===== config.mk =====
export PLATFORM = sky130hd
export DESIGN_NAME = mem_access
export DESIGN_NICKNAME = d
export VERILOG_FILES = /design/src/rtl/mem_access.sv
export SDC_FILE = /design/constraint.sdc
export NUM_CORES = 1
export LEC_CHECK = 0
export CORE_MARGIN = 3
export CORE_UTILIZATION = 40
export CTS_BUF_LIST = sky130_fd_sc_hd__clkbuf_4
export DETAILED_ROUTE_END_ITERATION = 6
export GPL_ROUTABILITY_DRIVEN = 0
export MAX_ROUTING_LAYER = met4
export PLACE_DENSITY = 0.75
export RECOVER_POWER = 50
export SETUP_SLACK_MARGIN = 0.2
export SLEW_MARGIN = 25
export SYNTH_ARGS = -nofsm -noshare
export SYNTH_HDL_FRONTEND = slang
export SYNTH_SLANG_ARGS = --single-unit
export TNS_END_PERCENT = 1

===== constraint.sdc =====
create_clock -name clk -period 6.89 [get_ports clk]
set_clock_uncertainty 0.1 [all_clocks]
set_input_delay 1.378 -clock clk [delete_from_list [all_inputs] [get_ports clk]]
set_output_delay 1.378 -clock clk [all_outputs]
set_load 0.01 [all_outputs]

===== src/rtl/mem_access.sv =====
// Memory-access stage between the XM and MW latches: issues one data-memory
// request per lw/sw, stalls upstream until ack or timeout, then forwards results.
module mem_access #(
  parameter int TIMEOUT = 16
) (
  input  logic        clk,
  input  logic        reset,
  input  logic [31:0] ir_in,
  input  logic [31:0] o_in,
  input  logic [31:0] b_in,
  output logic        mem_req,
  output logic        mem_we,
  output logic [11:0] mem_addr,
  output logic [31:0] mem_wdata,
  input  logic        mem_ack,
  input  logic [31:0] mem_rdata,
  output logic        stall,
  output logic [31:0] ir_out,
  output logic [31:0] o_out,
  output logic [31:0] d_out,
  output logic        err
);

  localparam int CW = $clog2(TIMEOUT + 1);
  localparam logic [4:0] OP_SW = 5'b00111;
  localparam logic [4:0] OP_LW = 5'b01000;
  localparam logic [CW-1:0] CNT_LAST = CW'(TIMEOUT - 1);

  typedef enum logic {S_IDLE, S_WAIT} state_t;

  state_t      r_state, w_state_nxt;
  logic [CW-1:0] r_cnt, w_cnt_nxt;
  logic        r_req, w_req_nxt;
  logic        r_we;
  logic [11:0] r_addr;
  logic [31:0] r_wdata;
  logic [31:0] r_ir_cap, r_o_cap;
  logic [31:0] r_ir, r_o, r_d;
  logic [31:0] w_ir_nxt, w_o_nxt, w_d_nxt;
  logic        r_err, w_err_nxt;
  logic        w_capture;
  logic        w_stall;
  logic        w_in_is_mem;
  logic        w_cap_is_lw;

  assign w_in_is_mem = (ir_in[31:27] == OP_SW) || (ir_in[31:27] == OP_LW);
  assign w_cap_is_lw = (r_ir_cap[31:27] == OP_LW);

  always_comb begin
    w_state_nxt = r_state;
    w_cnt_nxt   = r_cnt;
    w_req_nxt   = r_req;
    w_err_nxt   = r_err;
    w_capture   = 1'b0;
    w_stall     = 1'b0;
    w_ir_nxt    = '0;
    w_o_nxt     = '0;
    w_d_nxt     = '0;
    case (r_state)
      S_IDLE: begin
        if (w_in_is_mem) begin
          w_stall     = 1'b1;
          w_capture   = 1'b1;
          w_req_nxt   = 1'b1;
          w_cnt_nxt   = '0;
          w_state_nxt = S_WAIT;
        end else begin
          w_ir_nxt = ir_in;
          w_o_nxt  = o_in;
        end
      end
      S_WAIT: begin
        if (mem_ack) begin
          w_ir_nxt    = r_ir_cap;
          w_o_nxt     = r_o_cap;
          w_d_nxt     = w_cap_is_lw ? mem_rdata : 32'd0;
          w_req_nxt   = 1'b0;
          w_state_nxt = S_IDLE;
        end else if (r_cnt == CNT_LAST) begin
          // Timeout completes like an ack returning zero, and latches err.
          w_ir_nxt    = r_ir_cap;
          w_o_nxt     = r_o_cap;
          w_err_nxt   = 1'b1;
          w_req_nxt   = 1'b0;
          w_state_nxt = S_IDLE;
        end else begin
          w_stall   = 1'b1;
          w_cnt_nxt = r_cnt + CW'(1);
        end
      end
      default: w_state_nxt = S_IDLE;
    endcase
  end

  always_ff @(posedge clk or posedge reset) begin
    if (reset) begin
      r_state  <= S_IDLE;
      r_cnt    <= '0;
      r_req    <= 1'b0;
      r_we     <= 1'b0;
      r_addr   <= '0;
      r_wdata  <= '0;
      r_ir_cap <= '0;
      r_o_cap  <= '0;
      r_ir     <= '0;
      r_o      <= '0;
      r_d      <= '0;
      r_err    <= 1'b0;
    end else begin
      r_state <= w_state_nxt;
      r_cnt   <= w_cnt_nxt;
      r_req   <= w_req_nxt;
      r_err   <= w_err_nxt;
      r_ir    <= w_ir_nxt;
      r_o     <= w_o_nxt;
      r_d     <= w_d_nxt;
      // Request fields are loaded only at issue so they stay stable during WAIT.
      if (w_capture) begin
        r_we     <= (ir_in[31:27] == OP_SW);
        r_addr   <= o_in[11:0];
        r_wdata  <= b_in;
        r_ir_cap <= ir_in;
        r_o_cap  <= o_in;
      end
    end
  end

  assign stall     = w_stall & ~reset;
  assign mem_req   = r_req;
  assign mem_we    = r_we;
  assign mem_addr  = r_addr;
  assign mem_wdata = r_wdata;
  assign ir_out    = r_ir;
  assign o_out     = r_o;
  assign d_out     = r_d;
  assign err       = r_err;

endmodule


Word level (Yosys, flattened, before mapping)

Cells that the tools add are included.

Register bits: 213
Input bits: 131
Output and inout bits: 144

Add/subtract/negate cells: 1
Equal/unequal tests: 8
Mux-type cells: 24
Bitwise gates (word level): 4
Reduce and logical (&&, ||, !) cells: 4

Operators by type and width:

| operator                                               | count |
|---|---|
| two-way mux 32 bit                                     | 9 |
| one-hot mux 32 bit (2 select lines)                    | 2 |
| == test 5 x 4 -> 1 bit (second input constant)         | 3 |
| two-way mux 5 bit                                      | 3 |
| one-hot mux 5 bit (2 select lines)                     | 1 |
| two-way mux 1 bit                                      | 7 |
| inequality test 2 bit (second input constant)          | 3 |
| AND reduction 3 bit                                    | 2 |
| adder 5 x 1 -> 5 bit (second input constant)           | 1 |
| == test 5 x 3 -> 1 bit (second input constant)         | 1 |
| one-hot mux 1 bit (2 select lines)                     | 2 |
| inequality test 3 x 2 -> 1 bit (second input constant) | 1 |
| inverter 1 bit                                         | 3 |
| AND reduction 2 bit                                    | 1 |
| AND 1 bit                                              | 1 |
| logical OR 1 bit                                       | 1 |

Logic depth before layout (Yosys ltp)

Depth after elaboration: 5
Mapped depth: 8
Depth with buffers taken out: 6

Least setup slack after synthesis

Ideal clock, no wire load.

Kind: input port to output port
Start point: input mem_ack
End point: output stall
Data arrival time: 2.297 ns
Path slack: 3.115 ns
Stages: 3
Path buffers: 1
Path through: or3b_2 -> clkbuf_1 -> a21oi_1

Longest elaborated chain between the ends: 3

RTL lines:

| element                            | line | text |
|---|---|---|
| start, declared                    | 15   | `input logic mem_ack,` |
| two-way mux 1 bit                  | 73   | `if (mem_ack) begin` |
| one-hot mux 1 bit (2 select lines) | 59   | `case (r_state)` |
| AND 1 bit                          | 128  | `assign stall = w_stall & ~reset;` |
| end, declared                      | 17   | `output logic stall,` |

Every way passes these cells.

Worst setup path in the final report

Same ends and word-level chain as after synthesis.

==> run metrics <==
worst hold path startpoint=r_o_cap[12]; number of synthesized flops with an enable pin=0; I/O pin count=275; vias in the first global route=5999; final instance area=11100 um2; Worst Hold Class=reg2reg; cells after synthesis=486; power share of the combinational group=0.213; Final Util=0.592; DP Worst Slack=approximately 2200 ps; fraction of registers with async set/reset=1.00; post-DR vias/cell=about 5.0; Crit. End Element=output pin; Die Ht=145 um; CP Cell Sequence=dlygate4sd3_1 -> or3b_2 -> a21oi_1 -> clkdlybuf4s50_1; # resized after CTS=0; TritonRoute pass-1 iters=4; Max Cap Viol=4; CP arrival=3330 ps; grt total ovfl=0; fin crit share=0.698; ranking of synthesized cells by area=dfrtp_1 65%, a32o_1 8.2%, mux2_4 7.8%; Final ANT Viol Nets=0; violated checks=capacitance limit, slew limit; worst slew pin tran=3520 ps; # H-tree levels=2; Cell Rows=50; Hold Vio Cnt, Final=0; clock tree buffer depth=3; r2r startpoint=r_cnt[0]; Post-CTS Hold Fix Bufs=0; Peak VDD IR=158 uV; Cell Area, Placed=10500 um2; Initial DRC Count=around 270; first-pass GRT wire length=32.9 mm; Net Sw Frac=0.261; width of the die=145 um; Detail Placement HPWL=13.2 mm; Psw=827 uW; total CTS buffers=52; Clock Power Share=0.317; area delta synth->final=44.0%; unique cell type count in the Yosys netlist=32; CP Launch Type=input port; worst path required time=5410 ps; Final Worst Setup Slack=2080 ps; layout cells sized above 1=0.236; Yosys warning total=0; Root Driver=clkbuf_4; status=finished, violations left; final setup fails=0; post-synthesis cell area=around 7700 um2; die area=21000 um2; clock sink count=approximately 200; Post-Place Cells=979; CP peak stage delay=between 600 and 700 ps; worst-path maximum fanout=12; post-CTS setup buffer count=0; syn avg cell area=around 16 um2; Clock Pin Slew Worst Setup and Hold Paths=60 ps; CP max stage cell=or3b_2; Primary FF master, synth=dfrtp_1; initial core utilization=0.411; total track usage=0.196; Leak=4.79 nW; via count=5320; sequential share of the synthesized area=0.650; initial antenna violation count=1; Nets=906; Critical Path Source=mem_ack; overall routed net length=20.1 mm; hold_ws=approximately 380 ps; Clock Latency Late Sink=640 ps; largest net degree at the start of global routing=76; PwrDens=284 nW/um2; fmax=slightly above 200 MHz; CTS tree=built; setup TNS=0 ps; Cell Int Power=2.34 mW; Layout Cells excl Fill=around 1100; port bufs=274; total power=around 3.2 mW; sequential share of power=0.470; Slew Viols, Final=about 250; Seq cells post-synth=201; Rel. slew slack=-1.35; syn nets=just over 600; type of the worst setup path=in2out; DR DRC count=0; unrepaired setup endpoints after global routing=no; post-layout min period=~4800 ps; cell accounting for the most synthesized area=dfrtp_1; Placeable Area=18800 um2; Avg WL per Cell=18.8 um; top-area cell type share of the netlist area=0.650
flip-flops by register name (all words and copies together), names as in the netlist, 5 cells and up:
name and cells:
o_out 32, ir_out 32, r_ir_cap 32, r_cnt 5, mem_addr 11, mem_wdata 32, r_o_cap 21, d_out 32
cell families (layout without fill, tap and decap cells):
logic type               count (synthesis)  count (layout)  share of synthesized area
XOR/XNOR                                 1               1                    0.00113
other                                    0               1                          0
flip-flops                             201             201                      0.650
AND/OR/NAND/NOR                         51              51                     0.0421
buffers and inverters                   59             382                     0.0553
multiplexers                            91              91                      0.152
AO/OA/AOI/OAI                           81              81                     0.0962
adder cells (fa/ha/maj)                  2               2                    0.00323
metal layers:
metal / track usage / share of wire / vias to the layer above
met4: 0.0660 / 0.025 / 0
met5: - / 0 / -
met2: 0.313 / 0.49 / 238
li1: - / - / 2356
met1: 0.240 / 0.41 / 2685
met3: 0.0593 / 0.072 / 41
synthesized netlist by cell type (all sizes together) (2+ instances only):
library cell  instances
a32o                 63
and2                 33
buf                  31
clkbuf               17
dfrtp               201
ha                    2
inv                  11
mux2                 91
nand2                 6
nor2                  3
o21a                  2
o21ai                 8
o22ai                 4
final timing paths:
| path | endpoint | slack (ps) | cells past startpoint |
|---|---|---|---|
| worst min register to register | o_out[12] | 380 | 1 |
| max in group asynchronous | mem_addr[9] | 2100 | 3 |
| worst min-delay path | o_out[12] | 380 | 1 |
| worst max-delay path | stall | 2080 | 4 |
| worst max register to register | mem_req | 2810 | 7 |
| min in group asynchronous | mem_we | 1400 | 3 |
cells in the final DEF (no fill, tap or decap), types with 6 or more instances in the layout:
| master | Yosys | layout |
|---|---|---|
| dfrtp_1 | 201 | 201 |
| and2_0 | 0 | 24 |
| clkdlybuf4s50_1 | 0 | 271 |
| inv_1 | 11 | 9 |
| mux2_2 | 51 | 51 |
| and2_1 | 33 | 9 |
| clkbuf_4 | 0 | 81 |
| mux2_4 | 40 | 40 |
| a32o_1 | 63 | 63 |
| o21ai_0 | 7 | 7 |
| nand2_1 | 6 | 6 |
area by class of cell:
cell class / instances / area, um2
fill: 1471 / 7690
sequential: 201 / 5030
timing repair buffer: 281 / 2780
multi-input combinational: 226 / 2310
clock buffer: 81 / 608
tap: 260 / 325
inverter: 11 / 42.5
clock inverter: 9 / 37.5
antenna: 1 / 2.50
power by group through the flow:
stage	clock network, mW	logic [mW]	registers [mW]
final	1.01	0.675	1.49
after CTS	1.04	0.684	1.49
after global routing	1.11	0.718	1.51
after global placement	0	0.660	1.50
after detailed placement	0	0.682	1.51
after floorplan	0	0.303	1.52
worst max-delay path, delay by kind of cell:
family          cells  cell delay [ps]
compound gates      1              180
simple gates        1              610
buf+inv             2             1160
Power figures use the tool's default switching activity.
